--- config.mk ---
export PLATFORM = sky130hd
export DESIGN_NAME = inverse_interpolator_1d_flat
export DESIGN_NICKNAME = d
export VERILOG_FILES = /design/src/rtl/inverse_interpolator_1d_if.sv /design/src/rtl/inverse_interpolator_1d.sv /design/src/flat_wrapper.sv
export SDC_FILE = /design/constraint.sdc
export NUM_CORES = 1
export LEC_CHECK = 0
export CORE_UTILIZATION = 50
export CTS_CLUSTER_DIAMETER = 50
export DETAILED_ROUTE_END_ITERATION = 6
export MAX_ROUTING_LAYER = met4
export PLACE_DENSITY_LB_ADDON = 0.3
export SYNTH_ARGS = -nofsm -noshare
export SYNTH_HDL_FRONTEND = slang
export SYNTH_SLANG_ARGS = --single-unit
--- constraint.sdc ---
create_clock -name clk -period 11.26 [get_ports clk]
set_input_delay 3.378 -clock clk [delete_from_list [all_inputs] [get_ports clk]]
set_output_delay 3.378 -clock clk [all_outputs]
set_load 0.02 [all_outputs]
--- src/rtl/inverse_interpolator_1d_if.sv ---
// Request/result bundle for the inverse 1-D interpolator: target value,
// eight knot weights, and the one-shot result.
interface inverse_interpolator_1d_if;
  logic       i_valid;
  logic       o_ready;
  logic [9:0] i_y;
  logic [9:0] i_weight0;
  logic [9:0] i_weight1;
  logic [9:0] i_weight2;
  logic [9:0] i_weight3;
  logic [9:0] i_weight4;
  logic [9:0] i_weight5;
  logic [9:0] i_weight6;
  logic [9:0] i_weight7;
  logic       o_valid;
  logic [7:0] o_x;
  logic       o_sat;

  modport master (
    output i_valid, i_y,
    output i_weight0, i_weight1, i_weight2, i_weight3,
    output i_weight4, i_weight5, i_weight6, i_weight7,
    input  o_ready, o_valid, o_x, o_sat
  );

  modport slave (
    input  i_valid, i_y,
    input  i_weight0, i_weight1, i_weight2, i_weight3,
    input  i_weight4, i_weight5, i_weight6, i_weight7,
    output o_ready, o_valid, o_x, o_sat
  );
endinterface

--- src/rtl/inverse_interpolator_1d.sv ---
// Inverse piecewise-linear interpolator: finds the smallest 8-bit x whose
// interpolated value reaches the target, by an 8-step sequential bisection.
module inverse_interpolator_1d (
  input  logic                         clk,
  input  logic                         rst_n,
  inverse_interpolator_1d_if.slave     bus
);

  typedef enum logic [1:0] {S_IDLE, S_SEARCH, S_CHECK, S_DONE} state_t;

  state_t          r_state;
  state_t          w_state_nxt;
  logic [9:0]      r_y;
  logic [7:0][9:0] r_w;
  logic [7:0]      r_lo;
  logic [7:0]      r_hi;
  logic [2:0]      r_cnt;
  logic [7:0]      r_x;
  logic            r_sat;

  logic            w_accept;
  logic [8:0]      w_sum;
  logic [7:0]      w_mid;
  logic [7:0]      w_eval_x;
  logic [9:0]      w_f;
  logic            w_ge;

  // Forward model; the arithmetic shift floors negative slopes.
  function automatic logic [9:0] fwd(input logic [7:0] x, input logic [7:0][9:0] w);
    logic [2:0]         k;
    logic [2:0]         kn;
    logic signed [15:0] diff;
    logic signed [15:0] frs;
    logic signed [15:0] prod;
    logic signed [15:0] sum;
    k    = x[7:5];
    kn   = k + 3'd1;
    diff = $signed({6'd0, w[kn]}) - $signed({6'd0, w[k]});
    frs  = $signed({11'd0, x[4:0]});
    prod = diff * frs;
    sum  = $signed({6'd0, w[k]}) + (prod >>> 5);
    if (k == 3'd7) fwd = w[7];
    else           fwd = 10'(sum);
  endfunction

  assign w_accept = bus.i_valid && (r_state == S_IDLE);
  assign w_sum    = {1'b0, r_lo} + {1'b0, r_hi};
  assign w_mid    = 8'(w_sum >> 1);
  // One evaluator serves both the bisection probe and the final reachability test.
  assign w_eval_x = (r_state == S_CHECK) ? r_lo : w_mid;
  assign w_f      = fwd(w_eval_x, r_w);
  assign w_ge     = (w_f >= r_y);

  assign bus.o_ready = (r_state == S_IDLE);
  assign bus.o_valid = (r_state == S_DONE);
  assign bus.o_x     = r_x;
  assign bus.o_sat   = r_sat;

  always_comb begin
    w_state_nxt = r_state;
    case (r_state)
      S_IDLE:   if (w_accept) w_state_nxt = S_SEARCH;
      S_SEARCH: if (r_cnt == 3'd7) w_state_nxt = S_CHECK;
      S_CHECK:  w_state_nxt = S_DONE;
      S_DONE:   w_state_nxt = S_IDLE;
      default:  w_state_nxt = S_IDLE;
    endcase
  end

  always_ff @(posedge clk or negedge rst_n) begin
    if (!rst_n) r_state <= S_IDLE;
    else        r_state <= w_state_nxt;
  end

  always_ff @(posedge clk or negedge rst_n) begin
    if (!rst_n) begin
      r_y   <= '0;
      r_w   <= '0;
      r_lo  <= '0;
      r_hi  <= '0;
      r_cnt <= '0;
      r_x   <= '0;
      r_sat <= 1'b0;
    end else begin
      case (r_state)
        S_IDLE: begin
          if (w_accept) begin
            r_y   <= bus.i_y;
            r_w   <= {bus.i_weight7, bus.i_weight6, bus.i_weight5, bus.i_weight4,
                      bus.i_weight3, bus.i_weight2, bus.i_weight1, bus.i_weight0};
            r_lo  <= 8'd0;
            r_hi  <= 8'd255;
            r_cnt <= 3'd0;
          end
        end
        S_SEARCH: begin
          // Once the interval collapses the remaining steps leave it untouched.
          if (r_lo < r_hi) begin
            if (w_ge) r_hi <= w_mid;
            else      r_lo <= w_mid + 8'd1;
          end
          r_cnt <= r_cnt + 3'd1;
        end
        S_CHECK: begin
          r_sat <= !w_ge;
          r_x   <= w_ge ? r_lo : 8'd255;
        end
        default: ;
      endcase
    end
  end

endmodule

--- src/flat_wrapper.sv ---
// flat-port wrapper written by rule: the top's interface ports become plain ports
module inverse_interpolator_1d_flat 
  (clk, rst_n, bus_i_valid, bus_i_y, bus_i_weight0, bus_i_weight1, bus_i_weight2, bus_i_weight3, bus_i_weight4, bus_i_weight5, bus_i_weight6, bus_i_weight7, bus_o_ready, bus_o_valid, bus_o_x, bus_o_sat);
  inverse_interpolator_1d_if bus_i ();
  input  logic clk;
  input  logic rst_n;
  input wire logic [$bits(bus_i.i_valid)-1:0] bus_i_valid;
  input wire logic [$bits(bus_i.i_y)-1:0] bus_i_y;
  input wire logic [$bits(bus_i.i_weight0)-1:0] bus_i_weight0;
  input wire logic [$bits(bus_i.i_weight1)-1:0] bus_i_weight1;
  input wire logic [$bits(bus_i.i_weight2)-1:0] bus_i_weight2;
  input wire logic [$bits(bus_i.i_weight3)-1:0] bus_i_weight3;
  input wire logic [$bits(bus_i.i_weight4)-1:0] bus_i_weight4;
  input wire logic [$bits(bus_i.i_weight5)-1:0] bus_i_weight5;
  input wire logic [$bits(bus_i.i_weight6)-1:0] bus_i_weight6;
  input wire logic [$bits(bus_i.i_weight7)-1:0] bus_i_weight7;
  output wire logic [$bits(bus_i.o_ready)-1:0] bus_o_ready;
  output wire logic [$bits(bus_i.o_valid)-1:0] bus_o_valid;
  output wire logic [$bits(bus_i.o_x)-1:0] bus_o_x;
  output wire logic [$bits(bus_i.o_sat)-1:0] bus_o_sat;
  assign bus_i.i_valid = bus_i_valid;
  assign bus_i.i_y = bus_i_y;
  assign bus_i.i_weight0 = bus_i_weight0;
  assign bus_i.i_weight1 = bus_i_weight1;
  assign bus_i.i_weight2 = bus_i_weight2;
  assign bus_i.i_weight3 = bus_i_weight3;
  assign bus_i.i_weight4 = bus_i_weight4;
  assign bus_i.i_weight5 = bus_i_weight5;
  assign bus_i.i_weight6 = bus_i_weight6;
  assign bus_i.i_weight7 = bus_i_weight7;
  assign bus_o_ready = bus_i.o_ready;
  assign bus_o_valid = bus_i.o_valid;
  assign bus_o_x = bus_i.o_x;
  assign bus_o_sat = bus_i.o_sat;
  inverse_interpolator_1d u_core (.clk(clk), .rst_n(rst_n), .bus(bus_i));
endmodule
==> results of run 1 <==
[cell usage after synthesis, types with 9 or more instances]
| library cell | count | share of area (%) |
|---|---|---|
| mux4_2 | 40 | 9.4 |
| a21oi_1 | 17 | 0.89 |
| fa_1 | 33 | 6.9 |
| ha_1 | 75 | 9.8 |
| nor3_1 | 12 | 0.63 |
| mux2_2 | 110 | 13 |
| xnor2_1 | 26 | 2.4 |
| clkbuf_1 | 22 | 0.86 |
| nor2b_1 | 14 | 0.91 |
| inv_1 | 99 | 3.9 |
| nand2_1 | 42 | 1.6 |
| inv_2 | 9 | 0.35 |
| a21o_1 | 10 | 0.78 |
| nor2_1 | 93 | 3.6 |
| xor2_1 | 9 | 0.82 |
| dfrtp_1 | 120 | 31 |
| o21ai_0 | 29 | 1.5 |
| mux2i_1 | 9 | 0.94 |
[stage by stage]
step	instance area (µm²)	utilization, %
floorplan	9590	-
global placement	11000	58.7
detailed placement	11000	58.7
CTS	11700	62.1
global route	12000	64.1
finish	12000	64.1
[cells by family (layout without fill, tap and decap cells)]
| kind of cell | after synthesis | after routing | share of synthesized area (%) |
|---|---|---|---|
| DFF | 120 | 120 | 31.3 |
| buffers and inverters | 143 | 294 | 5.95 |
| and+or+nand+nor | 199 | 199 | 9.47 |
| muxes | 160 | 160 | 23.4 |
| adders and majority gates | 108 | 108 | 16.7 |
| xor gates and xnor gates | 35 | 35 | 3.20 |
| AOI/OAI and AO/OA | 130 | 130 | 9.99 |
[critical path, delay by kind of cell, from the launching register on]
family          cells  cell delay (ns)
xor+xnor            2             0.42
compound gates     15             2.95
mux                 2             0.67
flops               1             0.46
buf+inv             6             0.66
fa+ha+maj          10             3.30
simple gates       14             2.18
[cells in the final DEF (no fill, tap or decap), types with 4 or more instances in the layout]
| cell | Yosys | layout |
|---|---|---|
| and2_1 | 4 | 4 |
| nand3_1 | 4 | 4 |
| clkdlybuf4s50_1 | 0 | 102 |
| buf_4 | 2 | 44 |
| ha_2 | 0 | 4 |
| o21ai_1 | 4 | 8 |
| fa_1 | 33 | 32 |
| a21oi_1 | 17 | 16 |
| xor2_1 | 9 | 9 |
| nor2_1 | 93 | 93 |
| xnor2_1 | 26 | 23 |
| buf_6 | 3 | 4 |
| nand4_1 | 5 | 5 |
| o21ai_2 | 0 | 4 |
| ha_1 | 75 | 69 |
| clkinv_4 | 0 | 5 |
| nor3b_1 | 4 | 4 |
| nand2b_1 | 6 | 6 |
| mux2i_1 | 9 | 8 |
| inv_6 | 0 | 5 |
| mux4_2 | 40 | 40 |
| nand2_1 | 42 | 40 |
| nor2b_1 | 14 | 13 |
| mux2_2 | 110 | 110 |
| a2bb2oi_1 | 6 | 6 |
| a21o_1 | 10 | 10 |
| o21ai_0 | 29 | 21 |
| o22a_1 | 4 | 4 |
| inv_2 | 9 | 9 |
| clkbuf_16 | 0 | 17 |
| nor4_1 | 5 | 4 |
| inv_1 | 99 | 99 |
| a211oi_1 | 8 | 6 |
| o21bai_1 | 5 | 5 |
| nor3_1 | 12 | 10 |
| dfrtp_1 | 120 | 120 |
[sequential cells by signal, summed over array words and instances, names as in the netlist]
| signal | cells |
|---|---|
| u_core.r_lo | 8 |
| u_core.r_cnt | 3 |
| u_core.r_state | 2 |
| u_core.r_hi | 8 |
| u_core.r_w | 80 |
| u_core.bus.o_sat | 1 |
| u_core.bus.o_x | 8 |
| u_core.r_y | 10 |
[what timing repair did]
| item | in CTS | in global routing |
|---|---|---|
| setup endpoints to repair | 25 | 25 |
| hold buffers | 0 | 0 |
| setup buffers | 0 | 18 |
| pin swaps | 0 | 26 |
| gates resized for setup | 5 | 55 |
[final timing paths]
kind	cells past startpoint	end	start
worst min-delay path	1	u_core.r_cnt[0]	u_core.r_cnt[0]
worst min register to register	1	u_core.r_cnt[0]	u_core.r_cnt[0]
worst max-delay path	49	u_core.r_hi[1]	u_core.r_lo[4]
min in group asynchronous	1	u_core.r_y[1]	rst_n
worst max register to register	49	u_core.r_hi[1]	u_core.r_lo[4]
max in group asynchronous	2	u_core.r_w[34]	rst_n
[cell type report]
class | count | share of cell area (%)
Multi-Input combinational cell | 632 | 52.0
Tap cell | 234 | 2.43
Inverter | 109 | 3.40
Clock buffer | 17 | 3.54
Sequential cell | 120 | 25.0
Timing Repair Buffer | 153 | 12.1
Clock inverter | 15 | 1.58
[per-layer routing]
layer / up-vias / wire length [µm] / global-route usage [%]
met4: 0 / 490 / 7.78
met3: 28 / 993 / 3.25
met2: 214 / 10700 / 38.0
met1: 3675 / 10900 / 35.6
li1: 3424 / - / -
met5: - / 0 / -
==> flow_metrics.py, run 1 <==
metrics = {
    "setup_path": {
        "crit_arrival_ns": 11.11,
        "critical_path.max_fanout": 6,
        "critical_path.endpoint_type": "flop",
        "critical_path_class": "reg -> reg",
        "cp_slowest_stage_delay_ns": 0.53,
        "start_kind": "flop",
        "crit_required_ns": 11.57,
        "r2r_slack_ns": 0.47,
        "critPathSlowestCell": "fa_1",
        "crit_top_cell": "ha_1",
    },
    "synthesis": {
        "syn_area_per_cell_um2": 10.7,
        "synth_ff_type": "dfrtp_1",
        "netlist_area_um2": 9590,
        "yosysUniqueCellTypes": 71,
        "synth_seq_area_share_pct": 31.3,
        "synth-edff-count": 0,
        "syn_inst": 895,
        "synth-seq-cells": 120,
        "yosysWarningCount": 0,
        "syn_nets": 1096,
        "async_flop_share_pct": 100,
    },
    "sta": {
        "max_slew_margin_pct": 28.4,
        "fin_skew_ns": 0.00941,
        "hold_viol": 0,
        "tns_ns": 0,
        "setup_viol": 0,
        "period_share_pct": 95.9,
        "drv_slew": 0,
        "fmax_ghz": 0.0927,
        "layout_min_cycle_time_ns": 10.79,
        "setup_slack_ns": 0.467,
        "hold_slack_ns": 0.494,
        "tightest_slew_ns": 1.07,
    },
    "clock_tree": {
        "htree_levels": 4,
        "cts_tree": "yes",
        "clk_latency_ns": 0.43,
        "clk_pin_slew_ns": 0.06,
        "cts_sinks": 120,
        "ctsLongestPathBuffers": 2,
        "cts_root_buffer": "clkbuf_16",
        "cts_made_buffers": 17,
    },
    "place": {
        "numPortBuffers": 103,
        "dp_hpwl_mm": 17.3,
        "place_ws_ns": -0.260,
        "gp_congestion": 0.884,
        "dp_cells": 1230,
    },
    "routing": {
        "drt_wl_total_mm": 23.1,
        "dr.pass1.iters": 5,
        "ant_nets": 0,
        "drtIter0Drc": 443,
        "via_per_inst": 5.74,
        "wl_per_cell_um": 18.0,
        "vias": 7341,
        "drc": 0,
    },
    "floorplanning": {
        "initial_core_util_pct": 51.1,
        "rows": 50,
        "core_um2": 18800,
        "num_io_pins": 104,
        "die-area_um2": 19700,
        "die_w_um": 140,
        "die_h_um": 140,
    },
    "global_routing": {
        "grt_usage_pct": 25.2,
        "grt_start_max_net_pins": 84,
        "antenna_found_initial": 0,
        "grt_pass1_wl_mm": 37.5,
        "grt_pass1_vias": 7227,
        "overflow": 0,
    },
    "run": {
        "drv_cap": 0,
    },
    "cells_and_area": {
        "regArea_um2": 3000,
        "num-fill-cells": 1473,
        "final_nets": 1234,
        "syn_to_final_growth_pct": 25.4,
        "antenna_cells": 0,
        "multi_input_area_um2": 6250,
        "drive_above_1_share_pct": 27.6,
        "layoutNonFillerInstCount": 1280,
    },
    "hold_path": {
        "hp-class": "reg -> reg",
    },
    "run_status": {
        "outcome": "finished clean",
    },
}
Power of run 1 is left out: the tool's default activity adds up to more than one toggle a clock period on the data nets, which glitch-free logic cannot reach.
==> run 2, diff against run 1 <==
ABC_AREA = 1   (was default)
==> run 2 against run 1 <==
Effect of this change:
- the flow now finishes with violations (design-rule violations)
- hold slack got worse by 0.017 ns
- flip-flop and latch count unchanged
- cell count increased by 27%
- register-to-register slack improved by 0.35 ns
- via count increased by 19%
- setup slack improved by 0.35 ns
- synthesized cell count increased by 41%
- non-clock buffer count decreased by 38
- critical path depth increased by 3
- sequential share of layout area increased by 0.61 points
- global-route usage increased by 2.6 points
- highest routed layer unchanged
==> flow_metrics.py, run 2 <==
metrics = {
    "synthesis": {
        "synth_ff_type": "dfrtp_1",
        "yosys-top-cells-area": "dfrtp_1, nand2_1, ha_1",
        "synth-xor-area-share_pct": 2.13,
        "yosysWarningCount": 0,
        "synth-edff-count": 0,
        "synth_seq_area_share_pct": 30.4,
        "synth-seq-cells": 120,
        "yosys.area_share.simple_pct": 21.1,
        "async_flop_share_pct": 100,
        "synth_top_area_cell": "dfrtp_1",
        "syn_nets": 1466,
        "synth-adder-area-share_pct": 16.2,
        "synth_most_common_cell": "nand2_1",
        "synth_top_family_by_area": "simple AND/OR/NAND/NOR gates",
        "synth_compound_area_share_pct": 13.2,
        "netlist_area_um2": 9870,
        "synthMuxAreaShare_pct": 6.84,
        "synth_top_area_share_pct": 30.4,
        "syn_inst": 1265,
        "syn_area_per_cell_um2": 7.81,
        "synthTopCellsByCount": "nand2_1, inv_1, nor2_1, dfrtp_1, a21oi_1",
        "yosysUniqueCellTypes": 47,
    },
    "routing": {
        "drc": 2,
        "ant_nets": 0,
        "drtIter0Drc": 746,
        "drt_wl_total_mm": 25.4,
        "dr.pass1.iters": 7,
        "via_per_inst": 5.35,
        "vias": 8722,
        "wl_per_cell_um": 15.6,
    },
    "setup_path": {
        "crit_required_ns": 11.54,
        "crit_top_cell": "ha_1",
        "crit_arrival_ns": 10.72,
        "critical_path_class": "reg -> reg",
        "critPathSlowestCell": "fa_1",
        "critical_path.max_fanout": 12,
        "crit_buf_inv": 10,
        "path_delay_family": "adder cells",
        "cp_slowest_stage_delay_ns": 0.54,
        "start_kind": "flop",
        "critical_path.endpoint_type": "flop",
    },
    "cells_and_area": {
        "regArea_um2": 3000,
        "largestRegisters": "u_core.r_w: 80 flops, u_core.r_y: 10 flops",
        "final_common_cell": "nand2_1",
        "final_cell_mix": "nand2_1, inv_1, nor2_1",
        "num-fill-cells": 1731,
        "final_nets": 1552,
        "antenna_cells": 0,
        "top_register": "u_core.r_w",
        "syn_to_final_growth_pct": 18.9,
        "multi_input_area_um2": 5940,
        "largest_reg_flops": 80,
        "drive_above_1_share_pct": 12.2,
    },
    "hold_path": {
        "hp-class": "reg -> reg",
    },
    "place": {
        "gp_congestion": 0.940,
        "numPortBuffers": 103,
        "dp_hpwl_mm": 19.2,
    },
    "sta": {
        "fmax_ghz": 0.0957,
        "max_slew_margin_pct": 38.0,
        "hold_slack_ns": 0.477,
        "period_share_pct": 92.8,
        "fin_skew_ns": 0.00952,
        "rsz0062_at_grt": "false",
        "hold_viol": 0,
        "tns_ns": 0,
        "tightest_slew_ns": 0.928,
        "drv_slew": 0,
        "layout_min_cycle_time_ns": 10.45,
        "setup_viol": 0,
    },
    "global_routing": {
        "grt_start_max_net_pins": 79,
        "overflow": 0,
        "antenna_found_initial": 0,
        "grt_pass1_vias": 8506,
        "grt_usage_pct": 27.8,
        "grt_pass1_wl_mm": 42.6,
    },
    "clock_tree": {
        "ctsLongestPathBuffers": 2,
        "cts_made_buffers": 17,
        "cts_sinks": 120,
        "cts_root_buffer": "clkbuf_16",
        "ctsHoldBuffers": 0,
        "htree_levels": 4,
        "cts_tree": "yes",
        "clk_latency_ns": 0.43,
        "clk_pin_slew_ns": 0.06,
    },
    "floorplanning": {
        "die-area_um2": 20300,
        "core_um2": 19400,
        "die_w_um": 143,
        "die_h_um": 143,
        "num_io_pins": 104,
        "initial_core_util_pct": 50.9,
        "rows": 51,
    },
    "run": {
        "drv_cap": 0,
    },
    "run_status": {
        "outcome": "finished with violations",
        "violations": "design-rule violations",
    },
}
==> run 2: cell types whose count changed after synthesis, moves of 10 or more <==
cell      previous run  this run
nand3_1              4        78
nor2_1              93       124
inv_1               99       182
mux2_2             110        60
o211ai_1             2        12
o21ai_2              0        10
nand2_1             42       257
mux4_2              40         0
o21ai_0             29        52
a21oi_1             17        87
xnor2_1             26        10
nor2b_1             14         0
==> run 2: cell families after synthesis <==
logic type / count (synthesis)
xor gates and xnor gates: 24
muxes: 60
buffers and inverters: 241
DFF: 120
adders and majority gates: 108
and+or+nand+nor: 498
AOI/OAI and AO/OA: 214
==> run 2: layout make-up <==
type / instances / share of cell area, %
clock inverters: 13 / 1.44
flip-flops and latches: 120 / 25.6
clock buffers: 19 / 3.77
repair buffers: 115 / 9.56
inverters: 193 / 6.23
well taps: 265 / 2.83
multi-input cells: 904 / 50.6
==> run 2: final timing paths <==
check                                     start               to  slack [ns]  depth (start not counted)
worst max-delay path             u_core.r_lo[5]   u_core.r_hi[5]        0.81                         52
worst min-delay path            u_core.r_cnt[0]  u_core.r_cnt[0]        0.48                          1
worst max register to register   u_core.r_lo[5]   u_core.r_hi[5]        0.81                         52
worst min register to register  u_core.r_cnt[0]  u_core.r_cnt[0]        0.48                          1
max in group asynchronous                 rst_n   u_core.r_w[50]        7.00                          2
min in group asynchronous                 rst_n    u_core.r_y[8]        3.05                          1
==> run 2: worst reg2reg max path: cells and delay by family (launching register included) <==
family                   cells  cell delay [ns]
AO/OA/AOI/OAI               14             2.32
XOR/XNOR                     2             0.58
adder cells (fa/ha/maj)     10             3.78
buffers and inverters       10             1.22
flip-flops                   1             0.46
AND/OR/NAND/NOR             16             1.95
==> run 2: metal layers <==
layer | part of all wire, % | global-route usage (%) | vias up
met3 | 4.9 | 4.24 | 36
li1 | - | - | 4274
met4 | 1.7 | 7.58 | 0
met1 | 46 | 37.3 | 4132
met5 | 0 | - | -
met2 | 48 | 43.9 | 280
==> run 2: what timing repair did <==
item,in CTS,in global routing
buffers inserted,0,0
resized for setup,0,15
setup endpoints to repair,0,25
==> run 2: metrics by stage <==
step / cell area [µm²] / setup slack (ns) / util (%) / std cells
final: 11700 / 0.813 / 60.5 / 1629
after global routing: 11700 / 0.0653 / 60.5 / 1629
after CTS: 11700 / 0.415 / 60.2 / 1629
after detailed placement: 11100 / 0.504 / 57.0 / 1597
after global placement: 11100 / 0.875 / 57.0 / 1597
after floorplan: 9870 / 1.61 / - / 1265
Power of run 2 is left out for the same reason.
==> run 3, diff against run 2 <==
CORE_MARGIN = 2   (was default)
==> run 3 against run 2 <==
Effect of this change:
- the flow now finishes without violations
- non-clock buffer count grew 3
- clock skew about the same
- via count shrank 0.39%
- core utilization is 0.29 points higher
- final area is 0.48% higher
- cell count up 0.18%
- clock-buffer cell count is 1 lower
- hold slack improved by 0.025 ns
- flip-flop and latch count unchanged
- critical endpoint is now u_core.r_lo[0]
- highest routed layer unchanged
==> flow_metrics.py, run 3 (synthesized netlist as in run 2, its figures left out) <==
metrics = {
    "global_routing": {
        "overflow": 0,
        "grt_pass1_vias": 8429,
        "grt_usage_pct": 26.0,
        "use_met3_pct": 3.71,
        "grt_start_max_net_pins": 94,
        "grt-busiest-layer": "met2",
        "grt_util_met1_pct": 35.2,
        "antenna_found_initial": 0,
        "gr-usage-met2_pct": 40.6,
        "grt_pass1_wl_mm": 41.6,
    },
    "floorplanning": {
        "die_h_um": 145,
        "die_w_um": 145,
        "initial_core_util_pct": 50.9,
        "core_um2": 19400,
        "num_io_pins": 104,
        "rows": 51,
        "die-area_um2": 20900,
    },
    "setup_path": {
        "r2r_cells": 55,
        "crit_arrival_ns": 10.76,
        "critical_path_class": "reg -> reg",
        "critPathSlowestCell": "fa_1",
        "critPathCapture": "u_core.r_lo[0]",
        "crit_required_ns": 11.58,
        "r2r_slack_ns": 0.82,
        "reg2reg_to": "u_core.r_lo[0]",
        "critical_path.max_fanout": 11,
        "critical_path.startpoint": "u_core.r_lo[5]",
        "critical_path.endpoint_type": "flop",
        "crit_top_cell": "nand2_1",
        "r2r_start": "u_core.r_lo[5]",
        "cp_slowest_stage_delay_ns": 0.52,
        "start_kind": "flop",
    },
    "place": {
        "gp_congestion": 0.925,
        "place_ws_ns": 0.250,
        "dp_cells": 1600,
        "numPortBuffers": 103,
        "dp_hpwl_mm": 19.0,
    },
    "routing": {
        "drc": 0,
        "drtIter0Drc": 602,
        "ant_nets": 0,
        "vias": 8688,
        "wl_per_cell_um": 15.4,
        "drt_wl_total_mm": 25.1,
        "dr.pass1.iters": 5,
        "via_per_inst": 5.32,
    },
    "hold_path": {
        "hp-class": "reg -> reg",
        "min-delay-start": "u_core.r_cnt[0]",
    },
    "sta": {
        "period_share_pct": 92.7,
        "layout_min_cycle_time_ns": 10.44,
        "rsz0062_at_grt": "false",
        "setup_slack_ns": 0.821,
        "drv_slew": 0,
        "hold_viol": 0,
        "tns_ns": 0,
        "max_slew_margin_pct": 33.1,
        "fin_skew_ns": 0.00973,
        "fmax_ghz": 0.0958,
        "hold_slack_ns": 0.502,
        "tightest_slew_ns": 1.00,
        "setup_viol": 0,
    },
    "cells_and_area": {
        "antenna_cells": 0,
        "final_common_cell": "nand2_1",
        "top_register": "u_core.r_w",
        "syn_to_final_growth_pct": 19.4,
        "layoutNonFillerInstCount": 1632,
        "largestRegisters": "u_core.r_w: 80 flops, u_core.r_y: 10 flops",
        "largest_reg_flops": 80,
        "drive_above_1_share_pct": 12.5,
        "final_nets": 1555,
        "final_cell_mix": "nand2_1, inv_1, nor2_1",
    },
    "clock_tree": {
        "clk_latency_ns": 0.42,
        "cts_sinks": 120,
        "cts_made_buffers": 17,
        "ctsLongestPathBuffers": 2,
        "cts_root_buffer": "clkbuf_16",
        "post-cts-setup-buffers": 0,
        "cts_tree": "yes",
        "htree_levels": 4,
        "clk_pin_slew_ns": 0.06,
    },
    "run_status": {
        "outcome": "finished clean",
    },
    "run": {
        "drv_cap": 0,
    },
}
-- run 3: cell types whose count changed in the layout (fill, tap and decap cells not counted), moves of 2 or more --
cell,delta
buf_4,+3
nand2_1,-2
clkinv_4,+3
clkinvlp_4,-3
nand2_2,+2
-- run 3: cell type report --
cell class	count	area (µm²)
fillers	1721	7610
multi-input cells	904	5950
flip-flops and latches	120	3000
repair buffers	118	1150
inverters	193	731
clock buffers	18	439
well taps	265	332
clock inverters	14	188
-- run 3: worst max-delay path: cells and delay by family (launching register included) --
kind	cells	cell delay (ns)
XOR/XNOR	2	0.41
AND/OR/NAND/NOR	21	2.74
buffers and inverters	7	0.64
adder cells (fa/ha/maj)	11	3.87
flip-flops	1	0.45
AO/OA/AOI/OAI	14	2.20
-- run 3: worst min path at each step --
stage,end,depth (start not counted)
CTS,u_core.r_cnt[0],1
detailed placement,u_core.r_cnt[0],1
floorplan,u_core.r_cnt[0],1
finish,u_core.r_cnt[0],1
global placement,u_core.r_cnt[0],1
global route,u_core.r_y[3],2
-- run 3: per-layer routing --
metal,wire [µm],share of wire [%]
met1,11600,46
met2,11700,47
met3,1210,4.8
met4,574,2.3
met5,0,0
-- run 3: through the flow --
step | cell area, µm² | util (%)
final | 11800 | 60.8
after global placement | 11100 | 57.2
after floorplan | 9870 | -
after CTS | 11700 | 60.4
after global routing | 11800 | 60.8
after detailed placement | 11100 | 57.2
-- run 3: timing repair --
item / CTS / global route
endpoints found under the setup margin: 0 / 25
resized for setup: 0 / 16
hold buffers: 0 / 0
Power of run 3 is left out for the same reason.
==> RTL edit 1 (config.mk and constraints of run 3) <==
Encoding of `state_t`: now one-hot (4 bits for 4 states).
--- a/src/rtl/inverse_interpolator_1d.sv
+++ b/src/rtl/inverse_interpolator_1d.sv
@@ -6,7 +6,7 @@
   inverse_interpolator_1d_if.slave     bus
 );
 
-  typedef enum logic [1:0] {S_IDLE, S_SEARCH, S_CHECK, S_DONE} state_t;
+  typedef enum logic [3:0] {S_IDLE = 4'b0001, S_SEARCH = 4'b0010, S_CHECK = 4'b0100, S_DONE = 4'b1000} state_t;
 
   state_t          r_state;
   state_t          w_state_nxt;
Formal check against the unedited RTL: same outputs for any inputs over 10 cycles, from zero or initial values and one cycle with rst_n low; not proved beyond that.
==> RTL edit 1 against run 3 <==
Utilization decreased by 0.53 points. Synthesized cell count rose by 7.5%. Final area decreased by 0.55%. Area after synthesis increased by 0.65%. Routed wire length increased by 3.7%. Global-route usage up 0.32 points. Largest cell class unchanged. Final cell count increased by 5.5%. Worst hold slack worse by 16 ps. Sequential cell count is 2 higher. Highest routed layer unchanged. Count of clock-buffer cells in the layout unchanged. Setup slack better by 280 ps.
Power is not shown: default switching activity piles up to over one toggle a cycle in this logic, so the estimate is an artifact.
==> RTL edit 1: results (changes against run 3) <==
----------------------------------------------------
[Global routing]
  Met1 capacity usage during global routing ... 35.2% (about the same)
  Fraction of met2 tracks used by global routing ... 42.4% (was 40.6%)
  Global-route wire length before repair ... 43.4 mm (was 41.6 mm)
  GRT Overall Usage ... 26.3% (was 26.0%)
  Number of global-route vias before repair ... 8,744 (was 8,429)

[Worst setup path]
  CP Data Arrival Time ... 10,460 ps (was 10,760 ps)
  End of the critical path ... u_core.r_hi[2] (was u_core.r_lo[0])
  Startpoint of the worst setup timing path ... u_core.r_lo[4] (was u_core.r_lo[5])

[Finish]
  Post-layout net count ... 1,640 (was 1,555)
  Share of final-layout standard cells stronger than drive strength 1 ... 8.65% (was 12.5%)

[Synth]
  Post-synthesis share of cell area spent on full adders, half adders and majority gates ... 15.6% (was 16.2%)
  Top_reg_cell synth ... dfrtp_1 (unchanged)
  Mux cell area share after synthesis ... 0% (was 6.84%)
  Top cells by instance count after synthesis ... 267 x nand2_1, 207 x inv_1, 138 x o21ai_0, 131 x nor2_1, 121 x dfrtp_1 (was 257 x nand2_1, 182 x inv_1, 124 x nor2_1, 120 x dfrtp_1, 87 x a21oi_1)

[Place]
  Placed Instance Area ... 11,100 um2 (about the same)
  Dpl hpwl ... 19.8 mm (was 19.0 mm)
  Setup slack after placement ... 819 ps (was 250 ps)
  Final weighted congestion in routability-driven placement ... 0.916 (was 0.925)

[Timing]
  Slew Limit Headroom ... 39.5% (was 33.1%)
  Final clock skew ... 8.65 ps (was 9.73 ps)

[Routing]
  Router iterations before antenna repair ... 6 (was 5)
  Via-per-instance ratio ... 5.29 (was 5.32)
  Routed Wire Length ... 26.1 mm (was 25.1 mm)
  Initial drt markers ... 872 (was 602)
  Total met2 wirelength after detailed routing ... 12.4 mm (was 11.7 mm)

[Status]
  Run status ... finished, final reports clean (unchanged)

----------------------------------------------------
-- RTL edit 1: cell types whose count changed after synthesis, sizes merged, moves of 12 or more --
cell / run 3 / this run
a21oi: 90 / 70
inv: 192 / 229
mux2: 60 / 0
nand2: 266 / 289
nand3: 83 / 31
o211ai: 20 / 8
o21ai: 73 / 224
-- RTL edit 1: what timing repair did --
item | in CTS | in global routing
endpoints found under the setup margin | 0 | 22
gates resized for setup | 0 | 3
setup buffers | 0 | 2
-- RTL edit 1: per-stage QoR --
stage	hold slack (ps)	instances
6_report	487	1721
3_5_place_dp	480	1687
4_1_cts	487	1719
3_3_place_gp	470	1687
2_1_floorplan	450	1360
5_1_grt	498	1721
-- RTL edit 1: worst min-delay path by stage --
stage / startpoint / to / cells after the start
global route: u_core.r_cnt[0] / u_core.r_cnt[0] / 1
CTS: u_core.r_cnt[0] / u_core.r_cnt[0] / 1
floorplan: u_core.r_cnt[0] / u_core.r_cnt[0] / 1
global placement: u_core.r_cnt[0] / u_core.r_cnt[0] / 1
finish: u_core.r_cnt[0] / u_core.r_cnt[0] / 1
detailed placement: u_core.r_cnt[0] / u_core.r_cnt[0] / 1
-- RTL edit 1: kinds of logic (layout without fill, tap and decap cells) --
| family | count (synthesis) | count (layout) |
|---|---|---|
| flip-flops | 122 | 122 |
| buffers and inverters | 285 | 381 |
| XOR/XNOR | 24 | 24 |
| AO/OA/AOI/OAI | 345 | 345 |
| AND/OR/NAND/NOR | 480 | 480 |
| adder cells (fa/ha/maj) | 104 | 104 |
-- RTL edit 1: cell type report --
cell class,instances,area [um2]
Clock buffer,18,429
Clock inverter,14,161
Fill cell,1779,7730
Inverter,231,876
Multi-Input combinational cell,953,5730
Sequential cell,122,3050
Tap cell,265,332
Timing Repair Buffer,118,1140
==> RTL edit 2 (config.mk and constraints of run 3) <==
Made on the original files. Reset style: synchronous (`rst_n`), changed in 2 clocked blocks.
--- a/src/rtl/inverse_interpolator_1d.sv
+++ b/src/rtl/inverse_interpolator_1d.sv
@@ -67,12 +67,12 @@
     endcase
   end
 
-  always_ff @(posedge clk or negedge rst_n) begin
+  always_ff @(posedge clk) begin
     if (!rst_n) r_state <= S_IDLE;
     else        r_state <= w_state_nxt;
   end
 
-  always_ff @(posedge clk or negedge rst_n) begin
+  always_ff @(posedge clk) begin
     if (!rst_n) begin
       r_y   <= '0;
       r_w   <= '0;
Formal check against the unedited RTL: differs if rst_n is asserted again (counterexample within 4 cycles, from zero or initial values and one cycle with rst_n low); with rst_n held inactive, the same outputs for 10 cycles.
==> RTL edit 2 against run 3 <==
Worst hold slack worse by 42 ps. Final area is 5.2% lower. Largest cell class unchanged. Utilization decreased by 0.80 points. Area after synthesis decreased by 4.2%. Sequential cell count unchanged. Setup slack got worse by 170 ps. Routed wire length grew 3.3%.
Power is not shown: default switching activity piles up to over one toggle a cycle in this logic, so the estimate is an artifact.
==> RTL edit 2: results (changes against run 3) <==
----------------------------------------------------
[Place]
  Placed Instance Area ... 10,500 um2 (was 11,100 um2)
  Final weighted congestion in routability-driven placement ... 1.03 (was 0.925)
  Dpl hpwl ... 19.9 mm (was 19.0 mm)

[Synth]
  Post-synthesis share of cell area spent on full adders, half adders and majority gates ... 16.9% (was 16.2%)
  Cell variety after synth ... 45 (was 47)
  Share of flip-flops with an asynchronous set or reset ... 0% (was 100%)
  Sequential area share after synthesis ... 25.4% (was 30.4%)
  Compound-Gate Fraction of Synth Area ... 18.4% (was 13.2%)
  Xor/xnor share of the synthesized area ... 2.30% (was 2.13%)
  Top cells by instance count after synthesis ... 261 x nand2_1, 212 x nor2_1, 169 x inv_1, 137 x o21ai_0, 120 x dfxtp_1 (was 257 x nand2_1, 182 x inv_1, 124 x nor2_1, 120 x dfrtp_1, 87 x a21oi_1)
  Synth Net Count ... 1,613 (was 1,466)
  Largest cells by area after synthesis ... dfxtp_1 25%, nand2_1 10%, ha_1 9.9% (was dfrtp_1 30%, nand2_1 9.8%, ha_1 9.5%)
  Mux cell area share after synthesis ... 0% (was 6.84%)

[Worst setup path]
  Largest fanout of any net on the critical path ... 18 (was 11)
  Worst reg2reg setup slack ... 660 ps (was 820 ps)
  CP Data Arrival Time ... 10,940 ps (was 10,760 ps)
  Worst R2R End ... u_core.r_lo[6] (was u_core.r_lo[0])
  Crit-path max cell delay ... 550 ps (was 520 ps)
  Worst Reg2Reg Path Length in Cells ... 56 (was 55)

[Timing]
  Final clock skew ... 11.3 ps (was 9.73 ps)
  Slew at the pin with the worst max-slew slack ... 1000 ps (about the same)

[Worst hold path]
  Cells on Worst Hold Path ... 2 (was 1)
  Hold worst-path end ... u_core.r_y[3] (was u_core.r_cnt[0])
  Launch point of the worst hold path ... u_core.r_y[3] (was u_core.r_cnt[0])

[Status]
  Run status ... finished, final reports clean (unchanged)

[Finish]
  Post-layout net count ... 1,684 (was 1,555)
  Registers with the most flip-flops ... u_core.r_w: 80 flops, u_core.r_y: 10 flops (unchanged)
  Number of antenna diodes ... 0 (unchanged)
  Number of fill cells in the layout ... 1,763 (was 1,721)
  Share of final-layout standard cells stronger than drive strength 1 ... 7.02% (was 12.5%)

[Routing]
  Via-per-instance ratio ... 5.39 (was 5.32)
  Router iterations before antenna repair ... 6 (was 5)
  Routed Wire Length ... 25.9 mm (was 25.1 mm)
  Initial drt markers ... 719 (was 602)

[Global routing]
  GRT Overall Usage ... 27.1% (was 26.0%)
  Maximum number of pins on one net before global-route repair ... 110 (was 94)
  Global-route wire length before repair ... 42.4 mm (was 41.6 mm)
  Number of global-route vias before repair ... 8,608 (was 8,429)

[Clock tree]
  Number of buffers inserted during clock tree synthesis ... 17 (unchanged)
  Level count of the clock H-tree ... 4 (unchanged)

----------------------------------------------------
RTL edit 2: metal layers:
metal,share of wire (%),vias to the layer above,GRT usage [%]
li1,-,4724,-
met3,4.9,34,3.85
met5,0,-,-
met1,47,4283,36.7
met2,46,289,42.4
met4,1.8,0,7.58
RTL edit 2: worst reg2reg max path: cells and delay by family, from the launching register on:
kind	cells	cell delay, ps
buffers and inverters	10	1090
flip-flops	1	330
AO/OA/AOI/OAI	9	1700
XOR/XNOR	2	830
adder cells (fa/ha/maj)	9	3610
AND/OR/NAND/NOR	26	2980
RTL edit 2: metrics by stage:
stage	hold slack, ps	worst slack (ps)	cells	util, %
floorplan	435	1700	1412	-
global route	485	-9.43	1730	60.0
detailed placement	457	434	1693	56.5
global placement	451	718	1693	56.5
finish	461	656	1730	60.0
CTS	465	395	1725	59.6
RTL edit 2: layout make-up:
class / instances / area share, %
tap: 234 / 2.62
sequential: 120 / 21.5
clock inverter: 13 / 1.19
timing repair buffer: 120 / 10.3
clock buffer: 19 / 4.05
inverter: 186 / 6.28
multi-input combinational: 1038 / 54.1
RTL edit 2: kinds of logic (layout without fill, tap and decap cells):
logic type | Yosys count | after routing
adder cells (fa/ha/maj) | 108 | 108
XOR/XNOR | 24 | 24
AND/OR/NAND/NOR | 594 | 594
AO/OA/AOI/OAI | 312 | 312
buffers and inverters | 254 | 338
flip-flops | 120 | 120
RTL edit 2: worst max path at each step:
stage	cells past startpoint	endpoint	slack, ps	startpoint
after detailed placement	56	u_core.r_lo[5]	430	u_core.r_hi[5]
after global routing	60	u_core.r_hi[5]	-9	u_core.r_hi[1]
after global placement	58	u_core.r_lo[5]	720	u_core.r_hi[1]
after floorplan	58	u_core.r_hi[0]	1700	u_core.r_lo[0]
final	56	u_core.r_lo[6]	660	u_core.r_lo[0]
after CTS	58	u_core.r_lo[5]	400	u_core.r_hi[1]
RTL edit 2: what timing repair did:
action | CTS | global route
resized for setup | 0 | 9
setup endpoints to repair | 0 | 21
setup buffers | 0 | 5
